<file path="src/rtl/zapper_pkg.sv">
// rtl/zapper_pkg.sv - shared state encoding and player-input word layout for the Zapper shot controller
package zapper_pkg;

   typedef enum logic [2:0] {
      ST_IDLE     = 3'd0,
      ST_ARM      = 3'd1,
      ST_BLANK    = 3'd2,
      ST_FLASH    = 3'd3,
      ST_REPORT   = 3'd4,
      ST_COOLDOWN = 3'd5
   } zapper_state_t;

   localparam int BIT_SHOT   = 0;
   localparam int BIT_HIT    = 1;
   localparam int BIT_TGT_LO = 2;
   localparam int BIT_TGT_HI = 3;
   localparam int BIT_CHEAT  = 4;

   // A cheating shot never reports a hit, even if one was latched.
   function automatic logic [15:0] pack_plyr(input logic cheat, input logic [1:0] tgt, input logic hit);
      logic [15:0] word;
      word                        = '0;
      word[BIT_SHOT]              = 1'b1;
      word[BIT_HIT]               = hit & ~cheat;
      word[BIT_TGT_HI:BIT_TGT_LO] = tgt;
      word[BIT_CHEAT]             = cheat;
      return word;
   endfunction

endpackage

</file>
<file path="src/rtl/zapper_shot_ctrl_sync2.sv">
// rtl/zapper_shot_ctrl_sync2.sv - two-flop synchronizer for the raw Zapper pins, reset to the pin's idle level
module sync2 #(
   parameter logic RST_VAL = 1'b0
) (
   input  logic clk,
   input  logic rst,
   input  logic d,
   output logic q
);

   logic meta;

   always_ff @(posedge clk or negedge rst) begin
      if (!rst) begin
         meta <= RST_VAL;
         q    <= RST_VAL;
      end else begin
         meta <= d;
         q    <= meta;
      end
   end

endmodule

</file>
<file path="src/rtl/zapper_shot_ctrl.sv">
// rtl/zapper_shot_ctrl.sv - sequences one Zapper shot: blank frame, per-target flash frames, result latch, cooldown
module zapper_shot_ctrl
   import zapper_pkg::*;
#(
   parameter int NUM_TGT_MAX     = 4,
   parameter int TGT_W           = 2,
   parameter int SETTLE_CYCLES   = 2000,
   parameter int COOLDOWN_CYCLES = 100000,
   parameter int CNT_W           = 17
) (
   input  logic             clk,
   input  logic             rst,
   input  logic             trigger,
   input  logic             sensor,
   input  logic             frame_start,
   input  logic [TGT_W:0]   num_targets,
   output logic             blank_screen,
   output logic             target_en,
   output logic [TGT_W-1:0] target_sel,
   output logic             busy,
   output logic             done,
   output logic [15:0]      plyr_input
);

   zapper_state_t    state, state_nxt;
   logic             trig_s, trig_q, sens_s, pull;
   logic [CNT_W-1:0] cnt;
   logic [TGT_W:0]   ntgt, ntgt_in;
   logic [TGT_W-1:0] tgt, hit_tgt;
   logic             hit, cheat, settled, last_tgt, cool_done;

   sync2 #(.RST_VAL(1'b1)) u_trig_sync (.clk(clk), .rst(rst), .d(trigger), .q(trig_s));
   sync2 #(.RST_VAL(1'b0)) u_sens_sync (.clk(clk), .rst(rst), .d(sensor),  .q(sens_s));

   always_ff @(posedge clk or negedge rst) begin
      if (!rst) trig_q <= 1'b1;
      else      trig_q <= trig_s;
   end

   assign pull      = trig_q & ~trig_s;
   assign settled   = (cnt >= CNT_W'(SETTLE_CYCLES));
   assign cool_done = (cnt >= CNT_W'(COOLDOWN_CYCLES - 1));
   assign last_tgt  = ((TGT_W+1)'(tgt) == ntgt - (TGT_W+1)'(1));

   always_comb begin
      ntgt_in = num_targets;
      if (num_targets == '0)
         ntgt_in = (TGT_W+1)'(1);
      else if (num_targets > (TGT_W+1)'(NUM_TGT_MAX))
         ntgt_in = (TGT_W+1)'(NUM_TGT_MAX);
   end

   always_ff @(posedge clk or negedge rst) begin
      if (!rst) state <= ST_IDLE;
      else      state <= state_nxt;
   end

   always_comb begin
      state_nxt    = state;
      busy         = (state != ST_IDLE);
      blank_screen = 1'b0;
      target_en    = 1'b0;
      target_sel   = '0;
      done         = 1'b0;
      case (state)
         ST_IDLE:     if (pull) state_nxt = ST_ARM;
         ST_ARM:      if (frame_start) state_nxt = ST_BLANK;
         ST_BLANK: begin
            blank_screen = 1'b1;
            if (frame_start) state_nxt = cheat ? ST_REPORT : ST_FLASH;
         end
         ST_FLASH: begin
            target_en  = 1'b1;
            target_sel = tgt;
            if (frame_start && (hit || last_tgt)) state_nxt = ST_REPORT;
         end
         ST_REPORT: begin
            done      = 1'b1;
            state_nxt = ST_COOLDOWN;
         end
         ST_COOLDOWN: if (cool_done && trig_s) state_nxt = ST_IDLE;
         default:     state_nxt = ST_IDLE;
      endcase
   end

   // One saturating counter serves both the per-frame settle window and the cooldown.
   always_ff @(posedge clk or negedge rst) begin
      if (!rst)
         cnt <= '0;
      else if ((state_nxt != state) || (state == ST_FLASH && frame_start))
         cnt <= '0;
      else if (cnt != {CNT_W{1'b1}})
         cnt <= cnt + CNT_W'(1);
   end

   always_ff @(posedge clk or negedge rst) begin
      if (!rst) begin
         ntgt       <= '0;
         tgt        <= '0;
         hit        <= 1'b0;
         hit_tgt    <= '0;
         cheat      <= 1'b0;
         plyr_input <= '0;
      end else begin
         case (state)
            ST_IDLE: begin
               if (pull) begin
                  ntgt       <= ntgt_in;
                  tgt        <= '0;
                  hit        <= 1'b0;
                  hit_tgt    <= '0;
                  cheat      <= 1'b0;
                  plyr_input <= '0;
               end
            end
            ST_BLANK: begin
               if (settled && sens_s) cheat <= 1'b1;
            end
            ST_FLASH: begin
               if (settled && sens_s && !hit) begin
                  hit     <= 1'b1;
                  hit_tgt <= tgt;
               end
               if (frame_start && !(hit || last_tgt)) tgt <= tgt + TGT_W'(1);
            end
            ST_REPORT: plyr_input <= pack_plyr(cheat, 2'(hit_tgt), hit);
            default: ;
         endcase
      end
   end

endmodule

</file>
<file path="config.mk">
export PLATFORM = sky130hd
export DESIGN_NAME = zapper_shot_ctrl
export DESIGN_NICKNAME = d
export VERILOG_FILES = /design/src/rtl/zapper_pkg.sv /design/src/rtl/zapper_shot_ctrl_sync2.sv /design/src/rtl/zapper_shot_ctrl.sv
export SDC_FILE = /design/constraint.sdc
export NUM_CORES = 1
export LEC_CHECK = 0
export ABC_CLOCK_PERIOD_IN_PS = 2200
export BUFFER_PORTS_ARGS = -buffer_cell sky130_fd_sc_hd__buf_2
export CAP_MARGIN = 0
export CORE_MARGIN = 2
export CORE_UTILIZATION = 51
export CTS_CLUSTER_DIAMETER = 30
export CTS_CLUSTER_SIZE = 14
export DETAILED_ROUTE_END_ITERATION = 8
export PLACE_DENSITY_LB_ADDON = 0.05
export SYNTH_ARGS = -nofsm -noshare
export SYNTH_HDL_FRONTEND = slang
export SYNTH_SLANG_ARGS = --single-unit
export TNS_END_PERCENT = 50
</file>
<file path="constraint.sdc">
create_clock -name clk -period 2.2 [get_ports clk]
set_input_delay 0.11 -clock clk [delete_from_list [all_inputs] [get_ports clk]]
set_output_delay 0.11 -clock clk [all_outputs]
set_load 0.01 [all_outputs]
</file>
==> results.py <==
metrics = {
    "run_status": {
        "outcome": "completed",
    },
    "cts": {
        "root_buffer": "clkbuf_8",
        "cts_tree": "done",
        "cts_max_level": 2,
        "worstSkewPairLatency_ps": 310,
        "clk_path_buf_depth": 2,
        "clk_transition_reported_paths_ps": 80,
        "cts_buffers": 5,
        "numClockSinks": 39,
    },
    "drt": {
        "firstDrtPassIters": 4,
        "wirelength_um": 3880,
        "drt-met1-wl_um": 1820,
        "drtIter0Drc": 80,
        "vias_per_cell": 5.33,
        "wl_per_cell_um": 13.2,
        "drc": 0,
        "wl_met3_um": 220,
        "vias": 1568,
        "met2_length_um": 1770,
        "final_antenna_net_count": 0,
        "top_layer": "met4",
    },
    "floorplanning": {
        "rows": 22,
        "initial_core_util": 0.541,
        "num_io_pins": 30,
        "fp.dieH_um": 67.0,
        "die_x_um": 67.0,
        "fp.coreArea_sq_um": 3740,
        "die_area_sq_um": 4490,
    },
    "timing": {
        "max_freq_ghz": 0.494,
        "period_needed_ps": 2020,
        "drv_slew": 0,
        "tightestPinTransition_ps": 826,
        "skew_ps": 10.7,
        "whs_ps": 18.5,
        "final-setup-viol-count": 0,
        "finalHoldViolations": 0,
        "maxSlewHeadroom": 0.449,
        "min_period_over_period": 0.920,
    },
    "synth": {
        "synth_edf_count": 0,
        "synthFlopType": "dfrtp_1",
        "ys_types": 43,
        "yosysWarningCount": 0,
        "yosysSeqAreaShare": 0.484,
        "syn_avg_cell_area_sq_um": 9.37,
        "async_flop_share": 1.00,
        "syn_area_sq_um": 2020,
        "synth_seq_cells": 39,
        "synthCells": 216,
    },
    "placed_design": {
        "dp_hpwl_um": 2750,
        "placed_cells": 282,
        "gp_congestion": 0.801,
        "place_area_sq_um": 2150,
        "io_buffers": 18,
    },
    "power": {
        "ir_worst_vdd_v": 0.000528,
        "p_per_area_nw_per_um2": 957,
        "totalPowerFinal_w": 0.00219,
        "leakage_nw": 1.07,
    },
    "global_route": {
        "grt_max_degree": 40,
        "overflow": 0,
        "grt_pass1_wl_um": 6400,
        "grt_antenna_before_repair": 0,
        "first_global_vias": 1432,
        "grtUsageTotal": 0.198,
    },
    "critical_path": {
        "crit_path_start_kind": "flip-flop",
        "cp_num_buf_inv": 1,
        "path_max_fanout": 5,
        "crit_slowest_cell": "dfrtp_1",
        "critical-path-max-stage-delay_ps": 390,
        "arrival_ps": 2210,
        "critPathTopFamily": "simple AND/OR/NAND/NOR gates",
        "crit_chain": "nand2_1, nor3_1, nand3_1, nor3_1, ha_1, nor2b_2, nor2b_1, buf_4, nand3_1, xor2_1, nor2_1",
        "cp.required_ps": 2380,
        "critical_path_class": "reg2reg",
        "cp-end-kind": "flip-flop",
    },
    "cells_and_area": {
        "layout_common_cells": "dfrtp_1 (36), nor2_1 (27), nand2_1 (23)",
        "fin_cells": 294,
        "drive_gt1_frac": 0.175,
        "diodes": 0,
        "final_common_cell": "dfrtp_1",
        "utilization": 0.610,
        "n_fill_cell": 351,
        "final_nets": 257,
        "final_area_sq_um": 2280,
        "area_growth_pct": 12.8,
    },
    "job": {
        "max_cap_viol_count": 0,
    },
    "hold_path": {
        "worstHoldPathType": "in2reg",
    },
}
[through the flow]
stage	setup TNS [ps]	worst slack, ps
finish	0	176
global route	-12.5	-11.0
CTS	0	110
detailed placement	0	140
global placement	0	257
floorplan	0	121
[layout make-up]
cell class / count / area (sq um) / share of cell area
clock inverter: 3 / 20.0 / 0.00877
multi-input combinational: 155 / 911 / 0.399
inverter: 13 / 48.8 / 0.0214
tap: 48 / 60.1 / 0.0263
clock buffer: 5 / 68.8 / 0.0301
sequential: 39 / 980 / 0.429
timing repair buffer: 31 / 195 / 0.0855
[kinds of logic (layout without fill, tap and decap cells)]
logic type / Yosys count / in the layout / share of synthesized area
other: 1 / 11 / 0.00185
XOR/XNOR: 18 / 18 / 0.0779
AO/OA/AOI/OAI: 27 / 27 / 0.0995
AND/OR/NAND/NOR: 92 / 92 / 0.211
adder cells (fa/ha/maj): 4 / 4 / 0.0247
multiplexers: 3 / 3 / 0.0155
flip-flops: 39 / 39 / 0.484
buffers and inverters: 32 / 52 / 0.0859
[worst paths after layout]
path / end / start / slack (ps) / cells after the start
worst max-delay path: cnt[12] / cnt[9] / 180 / 11
worst min-delay path: ntgt[0] / num_targets[2] / 20 / 2
worst max register to register: cnt[12] / cnt[9] / 180 / 11
worst min register to register: u_sens_sync.q / u_sens_sync.meta / 360 / 0
max in group asynchronous: cnt[9] / rst / 1230 / 2
min in group asynchronous: ntgt[1] / rst / 440 / 2
[power by group]
part           switching, W  total [W]  internal, W
sequential         0.000153   0.000977     0.000824
combinational      0.000408   0.000724     0.000315
clock              0.000265   0.000485     0.000220
[worst register-to-register path, cell delays in order, from the launching register on]
cell     delay [ps]
dfrtp_1         390
nand2_1          80
nor3_1          190
nand3_1         110
nor3_1          190
ha_1            240
nor2b_2          80
nor2b_1         130
buf_4           160
nand3_1          90
xor2_1          170
nor2_1           70
[what timing repair did]
| action | in CTS | in global routing |
|---|---|---|
| endpoints found under the setup margin | 0 | 4 |
| hold buffers | 3 | 0 |
| resized for setup | 0 | 1 |
| hold endpoints to repair | 38 | 0 |
| setup buffers | 0 | 1 |
[layer usage]
metal,vias up,track usage
met5,-,0
met4,0,0.0842
met3,6,0.0608
li1,763,-
met1,747,0.248
met2,52,0.313
[registers in the layout (all words and copies together) (netlist names)]
| name | flops |
|---|---|
| cnt | 17 |
| plyr_input | 5 |
| ntgt | 3 |
| state | 3 |
| hit_tgt | 2 |
| tgt | 2 |
| cheat | 1 |
| hit | 1 |
| trig_q | 1 |
| u_sens_sync.meta | 1 |
| u_sens_sync.q | 1 |
| u_trig_sync.meta | 1 |
| u_trig_sync.q | 1 |
[Yosys cell counts (2+ instances only)]
cell / count / share of area
nand3_1: 18 / 0.045
and2_1: 2 / 0.0062
dfrtp_1: 36 / 0.44
nand2b_1: 2 / 0.0062
o31ai_1: 3 / 0.011
a21oi_1: 4 / 0.0099
nand4_1: 5 / 0.015
inv_1: 12 / 0.022
xnor2_1: 6 / 0.026
dfstp_2: 3 / 0.039
nand3b_1: 2 / 0.0074
xor2_1: 12 / 0.052
o21ai_0: 6 / 0.015
nand2_1: 23 / 0.043
clkbuf_1: 3 / 0.0056
buf_2: 3 / 0.0074
mux2i_1: 2 / 0.0099
nor3_1: 5 / 0.012
nor2_1: 27 / 0.050
nor2b_1: 3 / 0.0093
buf_4: 11 / 0.041
and3_1: 2 / 0.0062
a31oi_1: 3 / 0.0093
ha_1: 4 / 0.025
Note: power is estimated with default switching activity, not from simulation.
